<file path="config.mk">
export PLATFORM = sky130hd
export DESIGN_NAME = mips_multicycle_ctrl
export DESIGN_NICKNAME = d
export VERILOG_FILES = /design/src/rtl/mips_multicycle_ctrl.sv
export SDC_FILE = /design/constraint.sdc
export NUM_CORES = 1
export LEC_CHECK = 0
export BUFFER_PORTS_ARGS = -buffer_cell sky130_fd_sc_hd__buf_2
export CORE_UTILIZATION = 49
export DETAILED_ROUTE_END_ITERATION = 16
export GPL_TIMING_DRIVEN = 0
export PLACE_DENSITY = 0.77
export SLEW_MARGIN = 20
export SYNTH_ARGS = -nofsm -noshare
export SYNTH_HDL_FRONTEND = slang
export SYNTH_SLANG_ARGS = --single-unit
</file>
<file path="constraint.sdc">
create_clock -name i_clk -period 1.8 [get_ports i_clk]
set_input_delay 0.09 -clock i_clk [delete_from_list [all_inputs] [get_ports i_clk]]
set_output_delay 0.09 -clock i_clk [all_outputs]
set_load 0.02 [all_outputs]
</file>
<file path="src/rtl/mips_multicycle_ctrl.sv">
// Multi-cycle MIPS control FSM: sequences each instruction through a shared
// req/ready memory port, flags a sticky bus timeout, and keeps perf counters.
module mips_multicycle_ctrl #(
  parameter int unsigned TIMEOUT_CYCLES = 16,
  parameter int unsigned PERF_CNT_W     = 32
) (
  input  logic                  i_clk,
  input  logic                  i_rst,
  input  logic [5:0]            i_opcode,
  input  logic [5:0]            i_funct,
  input  logic                  i_branch_taken,
  input  logic                  i_mem_ready,
  output logic                  o_mem_req,
  output logic                  o_mem_we,
  output logic                  o_iord,
  output logic                  o_ir_write,
  output logic                  o_pc_write,
  output logic [1:0]            o_pc_src,
  output logic [1:0]            o_alu_src_b,
  output logic                  o_reg_write,
  output logic [1:0]            o_reg_dst,
  output logic                  o_mem_to_reg,
  output logic [3:0]            o_state,
  output logic                  o_instr_retired,
  output logic                  o_illegal_op,
  output logic                  o_bus_err,
  output logic [PERF_CNT_W-1:0] o_cycle_cnt,
  output logic [PERF_CNT_W-1:0] o_instr_cnt
);

  localparam int unsigned WAIT_W = $clog2(TIMEOUT_CYCLES + 1);

  typedef enum logic [3:0] {
    S_FETCH     = 4'd0,
    S_DECODE    = 4'd1,
    S_MEM_ADDR  = 4'd2,
    S_MEM_READ  = 4'd3,
    S_MEM_WB    = 4'd4,
    S_MEM_WRITE = 4'd5,
    S_EXEC_R    = 4'd6,
    S_ALU_WB    = 4'd7,
    S_BRANCH    = 4'd8,
    S_JUMP      = 4'd9,
    S_EXEC_I    = 4'd10,
    S_FAULT     = 4'd11
  } state_t;

  state_t                r_state;
  state_t                w_next;
  logic [WAIT_W-1:0]     r_wait;
  logic                  r_bus_err;
  logic [PERF_CNT_W-1:0] r_cycle_cnt;
  logic [PERF_CNT_W-1:0] r_instr_cnt;
  logic                  w_req;
  logic                  w_done;
  logic                  w_stall;
  logic                  w_timeout;
  logic                  w_retire;

  // Next-state and strobe decode from state, opcode and funct; reset forces strobes low.
  always_comb begin
    w_next          = r_state;
    w_req           = 1'b0;
    o_mem_we        = 1'b0;
    o_iord          = 1'b0;
    o_ir_write      = 1'b0;
    o_pc_write      = 1'b0;
    o_pc_src        = 2'd0;
    o_alu_src_b     = 2'd0;
    o_reg_write     = 1'b0;
    o_reg_dst       = 2'd0;
    o_mem_to_reg    = 1'b0;
    o_illegal_op    = 1'b0;
    w_retire        = 1'b0;

    case (r_state)
      S_FETCH: begin
        w_req = 1'b1;
        if (i_mem_ready) begin
          o_ir_write = 1'b1;
          o_pc_write = 1'b1;
          w_next     = S_DECODE;
        end
      end
      S_DECODE: begin
        case (i_opcode)
          6'h00: w_next = (i_funct == 6'h08 || i_funct == 6'h09) ? S_JUMP : S_EXEC_R;
          6'h20, 6'h21, 6'h23, 6'h24, 6'h25,
          6'h28, 6'h29, 6'h2B: w_next = S_MEM_ADDR;
          6'h01, 6'h04, 6'h05, 6'h06, 6'h07: w_next = S_BRANCH;
          6'h02, 6'h03: w_next = S_JUMP;
          6'h08, 6'h09, 6'h0A, 6'h0B,
          6'h0C, 6'h0D, 6'h0E, 6'h0F: w_next = S_EXEC_I;
          default: begin
            o_illegal_op = 1'b1;
            w_retire     = 1'b1;
            w_next       = S_FETCH;
          end
        endcase
      end
      S_MEM_ADDR: begin
        o_alu_src_b = 2'd2;
        // Opcode bit 3 separates stores (0x28..0x2B) from loads (0x20..0x25).
        w_next = i_opcode[3] ? S_MEM_WRITE : S_MEM_READ;
      end
      S_MEM_READ: begin
        w_req  = 1'b1;
        o_iord = 1'b1;
        if (i_mem_ready) w_next = S_MEM_WB;
      end
      S_MEM_WB: begin
        o_reg_write  = 1'b1;
        o_mem_to_reg = 1'b1;
        w_retire     = 1'b1;
        w_next       = S_FETCH;
      end
      S_MEM_WRITE: begin
        w_req    = 1'b1;
        o_iord   = 1'b1;
        o_mem_we = 1'b1;
        if (i_mem_ready) begin
          w_retire = 1'b1;
          w_next   = S_FETCH;
        end
      end
      S_EXEC_R: begin
        o_reg_dst = 2'd1;
        w_next    = S_ALU_WB;
      end
      S_EXEC_I: begin
        o_alu_src_b = 2'd2;
        w_next      = S_ALU_WB;
      end
      S_ALU_WB: begin
        o_reg_write = 1'b1;
        o_reg_dst   = (i_opcode == 6'h00) ? 2'd1 : 2'd0;
        w_retire    = 1'b1;
        w_next      = S_FETCH;
      end
      S_BRANCH: begin
        o_pc_src   = 2'd1;
        o_pc_write = i_branch_taken;
        w_retire   = 1'b1;
        w_next     = S_FETCH;
      end
      S_JUMP: begin
        o_pc_write = 1'b1;
        w_retire   = 1'b1;
        w_next     = S_FETCH;
        if (i_opcode == 6'h02) begin
          o_pc_src = 2'd2;
        end else if (i_opcode == 6'h03) begin
          o_pc_src    = 2'd2;
          o_reg_write = 1'b1;
          o_reg_dst   = 2'd2;
        end else begin
          o_pc_src = 2'd3;
          if (i_funct == 6'h09) begin
            o_reg_write = 1'b1;
            o_reg_dst   = 2'd1;
          end
        end
      end
      S_FAULT: w_next = S_FAULT;
      default: w_next = S_FETCH;
    endcase

    w_done    = w_req && i_mem_ready;
    w_stall   = w_req && !i_mem_ready;
    w_timeout = w_stall && (r_wait == WAIT_W'(TIMEOUT_CYCLES - 1));
    if (w_timeout) w_next = S_FAULT;

    if (i_rst) begin
      w_req        = 1'b0;
      o_mem_we     = 1'b0;
      o_iord       = 1'b0;
      o_ir_write   = 1'b0;
      o_pc_write   = 1'b0;
      o_pc_src     = 2'd0;
      o_alu_src_b  = 2'd0;
      o_reg_write  = 1'b0;
      o_reg_dst    = 2'd0;
      o_mem_to_reg = 1'b0;
      o_illegal_op = 1'b0;
      w_retire     = 1'b0;
    end
    o_mem_req       = w_req;
    o_instr_retired = w_retire;
  end

  // State, wait counter, sticky fault and perf counters.
  always_ff @(posedge i_clk) begin
    if (i_rst) begin
      r_state     <= S_FETCH;
      r_wait      <= '0;
      r_bus_err   <= 1'b0;
      r_cycle_cnt <= '0;
      r_instr_cnt <= '0;
    end else begin
      r_state <= w_next;
      if (w_timeout) r_bus_err <= 1'b1;
      if (w_next != r_state || w_done) r_wait <= '0;
      else if (w_stall)                r_wait <= r_wait + WAIT_W'(1);
      if (r_state != S_FAULT) r_cycle_cnt <= r_cycle_cnt + PERF_CNT_W'(1);
      if (w_retire)           r_instr_cnt <= r_instr_cnt + PERF_CNT_W'(1);
    end
  end

  assign o_state     = r_state;
  assign o_bus_err   = r_bus_err;
  assign o_cycle_cnt = r_cycle_cnt;
  assign o_instr_cnt = r_instr_cnt;

endmodule
</file>
Word level (Yosys, flattened, before mapping)
Index checks and enable logic that the tools add are counted.
Widths: inputs -> output; s select.
{"block": "op_classes", "muxes": 43, "addsub": 3, "eq_ne": 39, "n_reduce_logical": 20}
{"op": "$add 32x1->32 const B", "count": 2}
{"op": "$eq 6x4->1 const B", "count": 10}
{"op": "$eq 6x6->1 const B", "count": 8}
{"op": "$pmux 4 s7", "count": 1}
{"op": "$eq 6x3->1 const B", "count": 4}
{"op": "$mux 1", "count": 24}
{"op": "$reduce_or 24->1", "count": 1}
{"op": "$mux 4", "count": 5}
{"op": "$pmux 4 s5", "count": 1}
{"op": "$eq 4x3->1 const B", "count": 4}
{"op": "$eq 4x4->1 const B", "count": 4}
{"op": "$reduce_or 8->1", "count": 2}
{"op": "$eq 6x2->1 const B", "count": 2}
{"op": "$mux 2", "count": 6}
{"op": "$reduce_or 2->1", "count": 6}
{"op": "$eq 4x2->1 const B", "count": 2}
{"op": "$eq 6x1->1 const B", "count": 1}
{"op": "$logic_not 6->1", "count": 1}
{"op": "$pmux 1 s3", "count": 2}
{"op": "$pmux 2 s3", "count": 1}
{"op": "$add 5x1->5 const B", "count": 1}
{"op": "$eq 5x4->1 const B", "count": 1}
{"op": "$reduce_or 5->1", "count": 1}
{"op": "$eq 4x1->1 const B", "count": 1}
{"op": "other kinds (11)", "count": 14}
{"block": "totals", "register_bits": 74, "elab_cells": 110}

Longest topological paths before layout
Gate-level depths: netlist of the first run.
{"block": "logic_depth", "ltp_word": 9, "ltp_mapped": 9}

Least setup slack after synthesis of the first run
OpenSTA, ideal clock, no wires.
{"block": "synth_path", "kind": "register -> output", "start": "register r_state[3], in the netlist o_state[3]", "end": "output port o_pc_src[0]", "t_arrival_ns": 2.175, "stages_incl_launch_ff": 5, "setup_slack_ns": -0.465, "required_time_ns": 1.710, "path_cell_list": "dfxtp_1 buf_6 clkbuf_1 nand2b_1 a2111oi_0"}
{"block": "synth_between", "elab_chain_cells": 3}
{"element": "start, declared", "line_no": "48", "rtl": "state_t r_state;"}
{"element": "start signal, assigned", "line_no": "200", "rtl": "r_state <= w_next;"}
{"element": "$eq 4x4->1", "line_no": "76", "rtl": "case (r_state)"}
{"element": "$pmux 2 s2 *", "line_no": "76"}
{"element": "$mux 2 *", "line_no": "173", "rtl": "if (i_rst) begin"}
{"element": "end, declared", "line_no": "18", "rtl": "output logic [1:0] o_pc_src,"}
Every way passes the cells marked *; elsewhere a longest branch is shown, timed or not.

Worst setup path in the final report of the first run
{"block": "layout_path", "start": "register r_state[3], in the netlist o_state[3]", "end": "register r_instr_cnt[31], in the netlist o_instr_cnt[31]"}
{"block": "layout_between", "elab_chain_cells": 4}
{"element": "$eq 4x4->1 or $eq 4x3->1 (tied branches)", "line_no": "76"}
{"element": "$reduce_or 4->1 (no source line)"}
{"element": "$pmux 1 s3 *", "line_no": "76"}
{"element": "$mux 1 *", "line_no": "173"}
{"element": "end signal, assigned", "line_no": "205", "rtl": "if (w_retire) r_instr_cnt <= r_instr_cnt + PERF_CNT_W'(1);"}
{"element": "end, declared", "line_no": "53", "rtl": "logic [PERF_CNT_W-1:0] r_instr_cnt;"}
Marks and branches as above.
A chain may end at the register's enable or synchronous reset.

==> results of run 1 <==
[cell usage in the layout (no fill, tap or decap), types with 12 or more instances in the layout]
cell,instances
nor2_1,52
buf_2,93
xnor2_1,13
nand2_1,37
buf_6,16
o21ai_0,12
buf_4,42
nand4_1,30
xor2_1,22
a21oi_1,27
nand3_1,18
inv_1,15
dfxtp_2,18
dfxtp_1,49
[repair_timing]
item | CTS | global route
gates resized for setup | 84 | 84
setup endpoints to repair | 73 | 70
gates cloned | 1 | 3
setup buffers | 28 | 17
pin swaps | 21 | 38
[path summary, 6_finish.rpt]
kind	cells past startpoint	slack, ps	end	from
worst max-delay path	7	-290	o_instr_cnt[31]$_SDFFE_PP0P_	o_state[3]$_SDFF_PP0_
worst min-delay path	4	110	o_state[1]$_SDFF_PP0_	i_opcode[4]
worst max register to register	7	-290	o_instr_cnt[31]$_SDFFE_PP0P_	o_state[3]$_SDFF_PP0_
worst min register to register	1	480	o_instr_cnt[4]$_SDFFE_PP0P_	o_instr_cnt[4]$_SDFFE_PP0P_
[critical path: stages, from the launching register on]
cell and delay, ps:
dfxtp_4 360, buf_6 120, nor2_4 160, nand4_4 150, o22a_4 300, buf_6 140
or4_1 550, a21oi_1 210
[state kept, by name (all words and copies together) (netlist names)]
| register | flops |
|---|---|
| o_instr_cnt | 32 |
| r_wait | 5 |
| o_state | 4 |
| o_cycle_cnt | 32 |
| o_bus_err | 1 |
[final cells by class]
cell class              count  area [µm²]
multi-input cells         393        3040
inverters                  17        66.3
clock buffers              10         138
clock inverters             6        72.6
well taps                 105         131
flip-flops and latches     74        1530
plain buffers              30         268
fillers                   575        2070
repair buffers            146         945
[where the power goes]
group | internal (mW) | switching, mW | leakage (nW) | total [mW]
Sequential | 1.64 | 0.0185 | 0.611 | 1.66
Combinational | 0.196 | 0.250 | 1.73 | 0.446
Clock | 0.693 | 0.690 | 0.103 | 1.38
Total | 2.53 | 0.959 | 2.44 | 3.49
[cells by family (layout without fill, tap and decap cells)]
group           count (synthesis)  in the layout
fa+ha+maj                       4              4
other cells                     1              1
buf+inv                        49            209
flops                          74             74
xor+xnor                       37             37
compound gates                 93             93
mux                             7              7
simple gates                  251            251
[routing by layer]
layer | up-vias | global-route usage (%) | share of wire, %
met5 | - | 0 | 0
met4 | 0 | 12.2 | 2.6
met3 | 41 | 4.67 | 6.6
met2 | 240 | 48.9 | 50
met1 | 2308 | 35.6 | 40
li1 | 2195 | - | -
[per-stage QoR]
stage | cells | worst slack [ps] | util [%] | hold WS [ps]
2_1_floorplan | 516 | -38.7 | - | 291
3_3_place_gp | 718 | -304 | 59.2 | 463
3_5_place_dp | 718 | -339 | 59.2 | 466
4_1_cts | 761 | -147 | 68.4 | 97.4
5_1_grt | 781 | -315 | 75.0 | 168
6_report | 781 | -287 | 75.0 | 112
==> summary.md, run 1 <==
| Metric | Value |
|---|---|
| Run status | `finished with violations` |
| Failing checks | `setup timing` |
| Total power | `3.49 mW` |
| Starting Density | `50.8%` |
| Setup violations, final | `37` |
| Nets | `691` |
| Highest clock rate | `479 MHz` |
| #FFs+latches synth | `74` |
| Root Driver | `clkbuf_8` |
| Die Wd | `94.5 µm` |
| Synth Area in XOR/XNOR | `7.73%` |
| Ratio of cells with drive above 1 in the final layout | `43.0%` |
| VDD IR max | `0.485 mV` |
| Fin. Hold Viols | `0` |
| Fin area | `6190 µm²` |
| CP Data Required Time | `2060 ps` |
| # hold bufs at CTS | `0` |
| Syn_nets | `536` |
| Crit end category | `flip-flop` |
| Period utilization | `116%` |
| Async S/R FF share, synth | `0%` |
| Register area share after synthesis | `35.3%` |
| Die Ht | `94.5 µm` |
| Total track usage | `28.7%` |
| DIE AREA | `8930 µm²` |
| Mux contribution to synthesized area | `1.76%` |
| Tightest Pin Transition | `755 ps` |
| Core Region | `8260 µm²` |
| Compound-Gate Fraction of Synth Area | `15.4%` |
| Vias | `4,784` |
| Tmin final | `2090 ps` |
| Most frequent cells after synthesis | `74 x dfxtp_1, 58 x nor2_1, 39 x nand2_1` |
| Antenna violations before repair | `0` |
| Post-synthesis cell type count | `65` |
| Setup Crit Path Kind | `flip-flop to flip-flop` |
| Clock transition at path regs | `80 ps` |
| Fraction of the mapped netlist area in adder cells | `1.19%` |
| Final Skew | `19.4 ps` |
| Ys flop type | `dfxtp_1` |
| Fin Setup TNS | `-3940 ps` |
| H-tree depth | `3` |
| Mapped Area | `4190 µm²` |
| Setup WS post-layout | `-287 ps` |
| Rel. slew slack | `49.2%` |
| YS warnings | `0` |
| Syn_area_per_cell | `8.13 µm²` |
| Post-synth top area cell | `dfxtp_1` |
| Area growth from synthesis to layout | `47.6%` |
| DRT iter0 DRCs | `374` |
| Placed inst area | `4890 µm²` |
| Final GP Congestion | `0.951` |
| CTS tree | `built` |
| First-pass detailed-route iteration total | `5` |
| FP Rows | `33` |
| Most area-consuming cells after synthesis | `dfxtp_1 35%, nor2_1 5.2%, xor2_1 5.0%` |
| PD cells | `564 nW/µm²` |
| Skew-Pair Late Insertion Delay | `360 ps` |
| Crit Path Max Fanout | `5` |
| Avg WL per Cell | `18.2 µm` |
| TritonCTS Buffers | `9` |
| Synth top area share | `35.3%` |
| Post-DP HPWL | `8.40 mm` |
| Number of global-route vias before repair | `4,196` |
| Startpoint types | `flip-flop` |
| Largest family of logic cells by synthesized area | `simple AND/OR/NAND/NOR gates` |
| First-pass GRT wire length | `20.1 mm` |
| Final WL | `14.2 mm` |
| Maximum clock path buffer count | `2` |
| Post-Synth Simple-Gate Area | `33.0%` |
| Total grt overflow | `0` |
| Vias per Instance | `6.13` |
| Count leader, synth | `dfxtp_1` |
| EDFF count, synth | `0` |
| IO Port Bufs | `97` |
| Largest net degree at the start of global routing | `15` |
| Antenna diodes | `0` |
| RSZ-0062 raised after global routing | `true` |
| Leakage power | `2.44 nW` |
| Syn Inst Count | `516` |
| Hold Path Class | `input port to flip-flop` |
| Antenna viol nets, final | `0` |
| Clk sink count | `74` |
| Maxcap violations | `0` |
| WP data arrival | `2350 ps` |
| Pins over their slew limit | `0` |
| DR DRC count | `0` |
| # IOs | `100` |
Power figures use the tool's default switching activity.
==> run 2, diff against run 1 <==
Settings changed: RECOVER_POWER from default to 25.
==> run 2 against run 1 <==
Compared with the run above:
- the run still ends with setup timing left
- largest cell class unchanged
- core utilization shrank 0.26 points
- non-clock buffer count is the same
- largest power group unchanged
- final cell count is the same
==> summary.md, run 2 (same netlist as run 1, synthesis figures left out) <==
| Metric | Value |
|---|---|
| Run status | `finished with violations` |
| Failing checks | `setup timing` |
| Max stage delay on crit path | `550 ps` |
| Nets | `691` |
| Total grt overflow | `0` |
| Pins over their slew limit | `0` |
| Tmin final | `2100 ps` |
| Critical path's top delay family | `simple AND/OR/NAND/NOR gates` |
| Final GP Congestion | `0.951` |
| IO Port Bufs | `97` |
| Highest clock rate | `477 MHz` |
| Slowest-stage cell, CP | `or4_1` |
| Post-DP HPWL | `8.40 mm` |
| # IOs | `100` |
| Clk sink count | `74` |
| VDD IR max | `0.484 mV` |
| Worst Reg2Reg Path Length in Cells | `7` |
| CP Data Required Time | `2060 ps` |
| Fin area | `6170 µm²` |
| Maxcap violations | `0` |
| Rel. slew slack | `49.6%` |
| Clock transition at path regs | `80 ps` |
| Area growth from synthesis to layout | `47.1%` |
| Worst hold start | `i_opcode[4]` |
| Number of global-route vias before repair | `4,196` |
| Setup violations, final | `36` |
| Fin. Hold Viols | `0` |
| Antenna viol nets, final | `0` |
| Period utilization | `117%` |
| Fin Setup TNS | `-4090 ps` |
| DIE AREA | `8930 µm²` |
| Skew-Pair Late Insertion Delay | `360 ps` |
| First-pass detailed-route iteration total | `5` |
| # hold bufs at CTS | `0` |
| Worst path buffer plus inverter count | `2` |
| PD cells | `566 nW/µm²` |
| Core Region | `8260 µm²` |
| Worst reg2reg endpoint | `o_instr_cnt[31]$_SDFFE_PP0P_` |
| Fillers | `584` |
| Avg WL per Cell | `18.2 µm` |
| Tightest Pin Transition | `748 ps` |
| Ratio of cells with drive above 1 in the final layout | `40.5%` |
| Commonest cells after routing, fill and taps aside | `76 x buf_2, 52 x nor2_1, 49 x dfxtp_1, 42 x buf_4, 37 x nand2_1` |
| Commonest non-fill, non-tap cell in the layout | `buf_2` |
| Setup WS post-layout | `-297 ps` |
| Final Skew | `18.6 ps` |
| Die Ht | `94.5 µm` |
| Leakage power | `2.37 nW` |
| RSZ-0062 raised after global routing | `true` |
| Cell mode on critical path | `buf_6` |
| Crit path cell chain | `buf_6 > nor2_4 > nand4_4 > o22a_4 > buf_6 > or4_1 > a21oi_1` |
| CTS tree | `built` |
| Hold Path Class | `input port to flip-flop` |
| Largest net degree at the start of global routing | `15` |
| Utilization after layout | `74.7%` |
| R2R Setup Slk | `-300 ps` |
| WHS | `110 ps` |
| Vias | `4,794` |
| Setup Crit Path Kind | `flip-flop to flip-flop` |
| Total track usage | `28.7%` |
| Maximum clock path buffer count | `2` |
| RR Startpoint | `o_state[3]$_SDFF_PP0_` |
| DRT iter0 DRCs | `383` |
| WP data arrival | `2360 ps` |
| Worst hold stages | `4` |
| Starting Density | `50.8%` |
| Antenna diodes | `0` |
| TritonCTS Buffers | `9` |
| Crit end category | `flip-flop` |
| Total power | `3.49 mW` |
| Placed inst area | `4890 µm²` |
| DR DRC count | `0` |
| Worst hold endpoint | `o_state[1]$_SDFF_PP0_` |
| Antenna violations before repair | `0` |
| H-tree depth | `3` |
| First-pass GRT wire length | `20.1 mm` |
| Startpoint types | `flip-flop` |
| Crit Path Max Fanout | `5` |
| FP Rows | `33` |
| Final WL | `14.2 mm` |
| Vias per Instance | `6.14` |
| Die Wd | `94.5 µm` |
| Root Driver | `clkbuf_8` |
## run 2: cell types whose count changed in the layout (fill, tap and decap cells not counted)
| cell | before | now |
|---|---|---|
| buf_2 | 93 | 76 |
| clkbuf_1 | 10 | 27 |
## run 2: layer usage
metal | track usage (%) | share of wire (%) | routed length, µm | vias up
li1 | - | - | - | 2196
met1 | 35.6 | 40 | 5690 | 2303
met2 | 48.9 | 50 | 7120 | 249
met3 | 4.67 | 6.9 | 980 | 46
met4 | 12.2 | 2.9 | 408 | 0
met5 | 0 | 0 | 0 | -
## run 2: area by class of cell
class	instances	area [µm²]	area share, %
Inverter	17	66.3	1.08
Timing Repair Buffer	146	923	15.0
Multi-Input combinational cell	393	3040	49.3
Clock inverter	6	72.6	1.18
Sequential cell	74	1530	24.8
Buffer	30	268	4.34
Clock buffer	10	138	2.23
Tap cell	105	131	2.13
## run 2: worst max path at each step
stage                          startpoint                           end  slack (ps)  cells after the start
CTS                 o_state[3]$_SDFF_PP0_  o_instr_cnt[24]$_SDFFE_PP0P_        -150                      8
finish              o_state[3]$_SDFF_PP0_  o_instr_cnt[31]$_SDFFE_PP0P_        -300                      7
global route        o_state[0]$_SDFF_PP0_  o_instr_cnt[31]$_SDFFE_PP0P_        -310                      7
detailed placement  o_state[1]$_SDFF_PP0_  o_instr_cnt[12]$_SDFFE_PP0P_        -340                      7
global placement    o_state[1]$_SDFF_PP0_   o_instr_cnt[4]$_SDFFE_PP0P_        -300                      7
floorplan           o_state[3]$_SDFF_PP0_  o_instr_cnt[17]$_SDFFE_PP0P_         -40                      7
## run 2: through the flow
stage                     worst slack [ps]  std cells
final                                 -297        781
after global routing                  -315        781
after CTS                             -147        761
after detailed placement              -339        718
after global placement                -304        718
after floorplan                      -38.7        516
## run 2: power breakdown
group,total (mW),internal (mW),switching [mW]
clock network,1.38,0.693,0.691
registers,1.66,1.64,0.0185
logic,0.445,0.194,0.251
total,3.49,2.53,0.960
## run 2: what timing repair did
item	CTS	global route
pin swaps	21	38
resized for setup	84	84
setup endpoints to repair	73	70
buffers inserted	28	17
gates cloned	1	3
## run 2: worst min-delay path, delay by kind of cell
kind | cells | cell delay, ps
and+or+nand+nor | 2 | 120
buffers and inverters | 1 | 110
AOI/OAI and AO/OA | 1 | 90
